**src/rtl/seg7_scan_driver.sv**
```systemverilog
// Time-multiplexed common-anode hex display driver with per-frame input snapshot.
// Optional leading-zero blanking when SEG7_SCAN_LZB_EN is defined.
module seg7_scan_driver #(
  parameter int DIGITS = 8,
  parameter int DIV    = 100000
) (
  input  logic                  clk,
  input  logic                  rst_n,
  input  logic                  en,
  input  logic [4*DIGITS-1:0]   data,
  input  logic [DIGITS-1:0]     dp,
  input  logic [DIGITS-1:0]     blank,
  output logic [7:0]            seg_out,
  output logic [DIGITS-1:0]     an,
  output logic                  frame_start
);

  localparam int CW = (DIV > 1) ? $clog2(DIV) : 1;
  localparam int IW = (DIGITS > 1) ? $clog2(DIGITS) : 1;
  localparam logic [CW-1:0] CNT_MAX = CW'(DIV - 1);
  localparam logic [IW-1:0] IDX_MAX = IW'(DIGITS - 1);

  logic [CW-1:0]       r_cnt;
  logic [IW-1:0]       r_idx;
  logic                r_run;
  logic [4*DIGITS-1:0] r_sh_data;
  logic [DIGITS-1:0]   r_sh_dp;
  logic [DIGITS-1:0]   r_sh_blank;
  logic [7:0]          r_seg;
  logic [DIGITS-1:0]   r_an;
  logic                r_fs;

  logic [3:0]          w_val;
  logic [DIGITS-1:0]   w_lz;
  logic [7:0]          w_seg;
  logic                w_tick;

  function automatic logic [6:0] f_hex7(input logic [3:0] v);
    case (v)
      4'h0: f_hex7 = 7'h40;
      4'h1: f_hex7 = 7'h79;
      4'h2: f_hex7 = 7'h24;
      4'h3: f_hex7 = 7'h30;
      4'h4: f_hex7 = 7'h19;
      4'h5: f_hex7 = 7'h12;
      4'h6: f_hex7 = 7'h02;
      4'h7: f_hex7 = 7'h78;
      4'h8: f_hex7 = 7'h00;
      4'h9: f_hex7 = 7'h18;
      4'hA: f_hex7 = 7'h08;
      4'hB: f_hex7 = 7'h03;
      4'hC: f_hex7 = 7'h46;
      4'hD: f_hex7 = 7'h21;
      4'hE: f_hex7 = 7'h06;
      default: f_hex7 = 7'h0E;
    endcase
  endfunction

  assign w_val  = r_sh_data[4*int'(r_idx) +: 4];
  assign w_tick = (r_cnt == CNT_MAX);

`ifdef SEG7_SCAN_LZB_EN
  // A digit is a leading zero when it and every more significant digit are zero.
  always_comb begin
    logic w_zero_above;
    w_lz         = '0;
    w_zero_above = 1'b1;
    for (int i = DIGITS - 1; i >= 0; i--) begin
      w_zero_above = w_zero_above & (r_sh_data[4*i +: 4] == 4'h0);
      if (i != 0) w_lz[i] = w_zero_above;
    end
  end
`else
  assign w_lz = '0;
`endif

  always_comb begin
    w_seg = 8'hFF;
    if (!r_sh_blank[r_idx]) begin
      if (w_lz[r_idx]) w_seg = {~r_sh_dp[r_idx], 7'h7F};
      else             w_seg = {~r_sh_dp[r_idx], f_hex7(w_val)};
    end
  end

  always_ff @(posedge clk or negedge rst_n) begin
    if (!rst_n) begin
      r_cnt      <= '0;
      r_idx      <= '0;
      r_run      <= 1'b0;
      r_sh_data  <= '0;
      r_sh_dp    <= '0;
      r_sh_blank <= '1;
      r_seg      <= 8'hFF;
      r_an       <= '1;
      r_fs       <= 1'b0;
    end else if (!en) begin
      r_cnt <= '0;
      r_idx <= '0;
      r_run <= 1'b0;
      r_seg <= 8'hFF;
      r_an  <= '1;
      r_fs  <= 1'b0;
    end else if (!r_run) begin
      // First enabled edge: snapshot only; digit 0 appears on the next edge.
      r_run      <= 1'b1;
      r_cnt      <= '0;
      r_idx      <= '0;
      r_sh_data  <= data;
      r_sh_dp    <= dp;
      r_sh_blank <= blank;
      r_seg      <= 8'hFF;
      r_an       <= '1;
      r_fs       <= 1'b1;
    end else begin
      r_seg <= w_seg;
      r_an  <= ~(DIGITS'(1) << r_idx);
      r_fs  <= 1'b0;
      if (w_tick) begin
        r_cnt <= '0;
        if (r_idx == IDX_MAX) begin
          r_idx      <= '0;
          r_sh_data  <= data;
          r_sh_dp    <= dp;
          r_sh_blank <= blank;
          r_fs       <= 1'b1;
        end else begin
          r_idx <= r_idx + IW'(1);
        end
      end else begin
        r_cnt <= r_cnt + CW'(1);
      end
    end
  end

  assign seg_out     = r_seg;
  assign an          = r_an;
  assign frame_start = r_fs;

endmodule

```
**config.mk**
```make
export PLATFORM = sky130hd
export DESIGN_NAME = seg7_scan_driver
export DESIGN_NICKNAME = d
export VERILOG_FILES = /design/src/rtl/seg7_scan_driver.sv
export SDC_FILE = /design/constraint.sdc
export NUM_CORES = 1
export LEC_CHECK = 0
export ABC_AREA = 1
export CAP_MARGIN = 10
export CORE_MARGIN = 5
export CORE_UTILIZATION = 45
export CTS_CLUSTER_SIZE = 8
export DETAILED_ROUTE_END_ITERATION = 10
export HOLD_SLACK_MARGIN = 0.15
export MAX_ROUTING_LAYER = met4
export PLACE_DENSITY = 0.69
export SLEW_MARGIN = 20
export SYNTH_ARGS = -nofsm -noshare
export SYNTH_HDL_FRONTEND = slang
export SYNTH_SLANG_ARGS = --single-unit
```
**constraint.sdc**
```tcl
create_clock -name clk -period 2.6 [get_ports clk]
set_clock_uncertainty 0.05 [all_clocks]
set_input_delay 0.39 -clock clk [delete_from_list [all_inputs] [get_ports clk]]
set_output_delay 0.39 -clock clk [all_outputs]
set_load 0.05 [all_outputs]
```
==> key figures <==
Outcome
  – Status: finished, final reports clean

Worst setup path
  – CP arrival: 2430 ps
  – Startpoint types: flip-flop
  – Critical path endpoint category: flip-flop
  – CP Data Required Time: 2820 ps
  – Setup Crit Path Kind: flip-flop to flip-flop
  – CP max FO: 26

Logic synthesis
  – Synth top area share: about 35%
  – Post-synthesis compound-gate area fraction: 3.86%
  – Synth Area in XOR/XNOR: less than 1%
  – Cell accounting for the most synthesized area: dfrtp_1
  – Largest family of logic cells by synthesized area: simple AND/OR/NAND/NOR gates
  – Syn nets: 620
  – Post-Synth Simple-Gate Area: 34.9%
  – Ys async rst share: 100%
  – Post-Syn Area: roughly 4400 um^2
  – Sequential element share of the synthesized area: 49.9%
  – Most frequent cell after synthesis: nand2_1
  – Top post-synthesis cells by area: dfrtp_1, nand2_1, dfstp_2
  – Flops & latches, synth: 86
  – Yosys warnings: 0
  – Post-synth top cells: nand2_1, nand3_1, dfrtp_1
  – Syn Area/Cell: 7.85 um^2
  – Mux contribution to synthesized area: 0%
  – Cells after Synth: 557
  – Number of synthesized flops with an enable pin: 0
  – Synth Flop Type: dfrtp_1
  – Adder-cell share of the synthesized area: 3.43%
  – Yosys cell types: 31

Die
  – Die width: 109 um
  – Die area: 11800 um^2
  – Chip height: between 100 and 150 um
  – # IOs: 68
  – Initial Util: a little under half
  – Row Count: 36
  – Core area: 9640 um^2

STA
  – Max Clk Rate: 454 MHz
  – Unrepaired setup endpoints after global routing: false
  – Final setup vio count: 0
  – Minimum clock period: 2200 ps
  – Final hold vios: 0
  – Total negative slack: 0 ps
  – Max_slew headroom: 64.2%
  – Final period utilization: 84.7%
  – Worst Max-Slew Pin Slew: 537 ps
  – Slew Limit Fails: 0

Flow run
  – Max-Cap Viols: 0

Placement
  – Routability cong.: 0.876
  – Buffers on Ports: 67
  – Dpl hpwl: 7.52 mm
  – Placed instance count: 739

Drt
  – Wirelength per Cell: approximately 14 um
  – DR vias/cell: 5.00
  – First-pass iteration count of the detailed router: 5
  – Routed WL: 10.6 mm
  – Drt initial violations: 260
  – Post-route ant nets: 0
  – DRC viols: 0
  – Routed via count: 3779

Power
  – Sw frac: about 28%
  – P_sw: 0.000856 W
  – Clock power share: a little under a third
  – Internal: 0.00218 W
  – Leak pwr: approximately 2.5 nW
  – Max rail drop VDD: between 0.2 and 0.25 mV
  – Seq pwr share: between 50% and 60%
  – Logic gate share of total power: 17.7%
  – PD cells: 569 nW/um^2

Global routing
  – Initial antenna violation count: 0
  – First-pass GRT wire length: approximately 18 mm
  – Total GRT Usage: 20.2%
  – GR Overflow Total: 0
  – Vias in the first global route: 3765
  – Pin count of the biggest net entering global routing: 53

Clock tree
  – CTS tree: done
  – Post-CTS Setup Inserts: 0
  – Worst skew pair latency: 360 ps
  – Worst-path clk slew: 80 ps
  – Num CTS Buffers: 9
  – H-tree levels: 3
  – Clk sinks: 86
  – Root Buffer: clkbuf_8
  – Resized cells post-CTS: 0
  – Max clock buf depth: 2

Finish
  – Finished Layout Cells: between 700 and 800
  – Antenna fix cells: 0
  – Net total in the final layout: around 700
  – Layout overhead on the synthesized area: 22.1%
  – Layout cells sized above 1: under 10%

Hold path
  – Worst Hold Class: primary input to flip-flop
-- cell families (layout without fill, tap and decap cells) --
kind of cell | Yosys count | after routing
AO/OA/AOI/OAI | 25 | 25
adder cells (fa/ha/maj) | 12 | 12
buffers and inverters | 71 | 137
XOR/XNOR | 4 | 4
AND/OR/NAND/NOR | 359 | 359
flip-flops | 86 | 86
-- power groups by stage --
stage	registers, W	clock network, W	logic [W]
after floorplan	0.00158	0	0.000300
after global placement	0.00156	0	0.000532
after detailed placement	0.00156	0	0.000540
after CTS	0.00154	0.000991	0.000543
after global routing	0.00155	0.00105	0.000617
final	0.00154	0.000965	0.000537
-- stage by stage --
stage | hold slack, ps | utilization (%) | worst slack, ps | instance area (um^2) | power [W]
global route | 398 | 55.4 | 143 | 5340 | 0.00322
floorplan | 44.4 | - | 764 | 4370 | 0.00188
global placement | 338 | 53.2 | 502 | 5130 | 0.00209
detailed placement | 342 | 53.2 | 433 | 5130 | 0.00210
finish | 382 | 55.4 | 398 | 5340 | 0.00304
CTS | 364 | 55.4 | 400 | 5340 | 0.00307
-- what timing repair did --
item,in CTS,in global routing
setup endpoints to repair,0,0
endpoints found under the hold margin,23,0
hold buffers,1,0
-- per-layer routing --
metal / vias to the layer above / share of wire [%] / track usage [%]
met2: 97 / 44 / 29.2
met1: 1767 / 49 / 28.6
met3: 12 / 5.2 / 3.10
met4: 0 / 2.0 / 8.21
met5: - / 0 / -
li1: 1903 / - / -
-- placed cells by master (no fill, tap or decap), types with 5 or more instances in the layout --
cell type | Yosys | routed
dfrtp_1 | 62 | 62
buf_4 | 4 | 7
clkdlybuf4s50_1 | 0 | 65
o21ai_0 | 9 | 9
nand2_1 | 205 | 205
nor3_1 | 10 | 10
nor2_1 | 35 | 35
clkbuf_8 | 0 | 11
inv_1 | 41 | 41
nand4_1 | 8 | 8
dfstp_2 | 24 | 24
nand3_1 | 90 | 90
ha_1 | 12 | 12
o211ai_1 | 5 | 5
-- area by class of cell --
class                   count  area [um^2]
clock inverters             1         30.0
well taps                 133          166
flip-flops and latches     86         2180
inverters                  46          173
clock buffers              15          166
repair buffers             75          738
fillers                   946         4300
multi-input cells         400         1880
-- worst paths after layout --
path / to / cells past startpoint / from / slack (ps)
worst min-delay path: r_idx[1]$_DFFE_PN0P_ / 3 / en / 380
max in group asynchronous: seg_out[4]$_DFF_PN1_ / 3 / rst_n / 1330
worst max-delay path: seg_out[5]$_DFF_PN1_ / 12 / r_idx[0]$_DFFE_PN0P_ / 400
min in group asynchronous: r_idx[2]$_DFFE_PN0P_ / 2 / rst_n / 490
worst min register to register: r_sh_blank[1]$_DFFE_PN1P_ / 2 / r_sh_blank[1]$_DFFE_PN1P_ / 420
worst max register to register: seg_out[5]$_DFF_PN1_ / 12 / r_idx[0]$_DFFE_PN0P_ / 400
-- critical path, stage by stage (launching register included) --
cell,delay [ps]
dfrtp_1,620
inv_2,300
nand2_1,130
nand2_1,60
nand2_1,50
nand3_1,70
nand2_1,190
inv_1,90
ha_1,220
nand3_1,130
nand2_1,70
nand2_1,50
nand3_1,70
-- state kept, by name (all words and copies together), names as in the netlist --
signal	count
r_sh_blank	8
an	8
r_run	1
r_cnt	17
seg_out	8
r_sh_dp	8
frame_start	1
r_idx	3
r_sh_data	32
No activity file was read; power rests on OpenSTA's default activity.
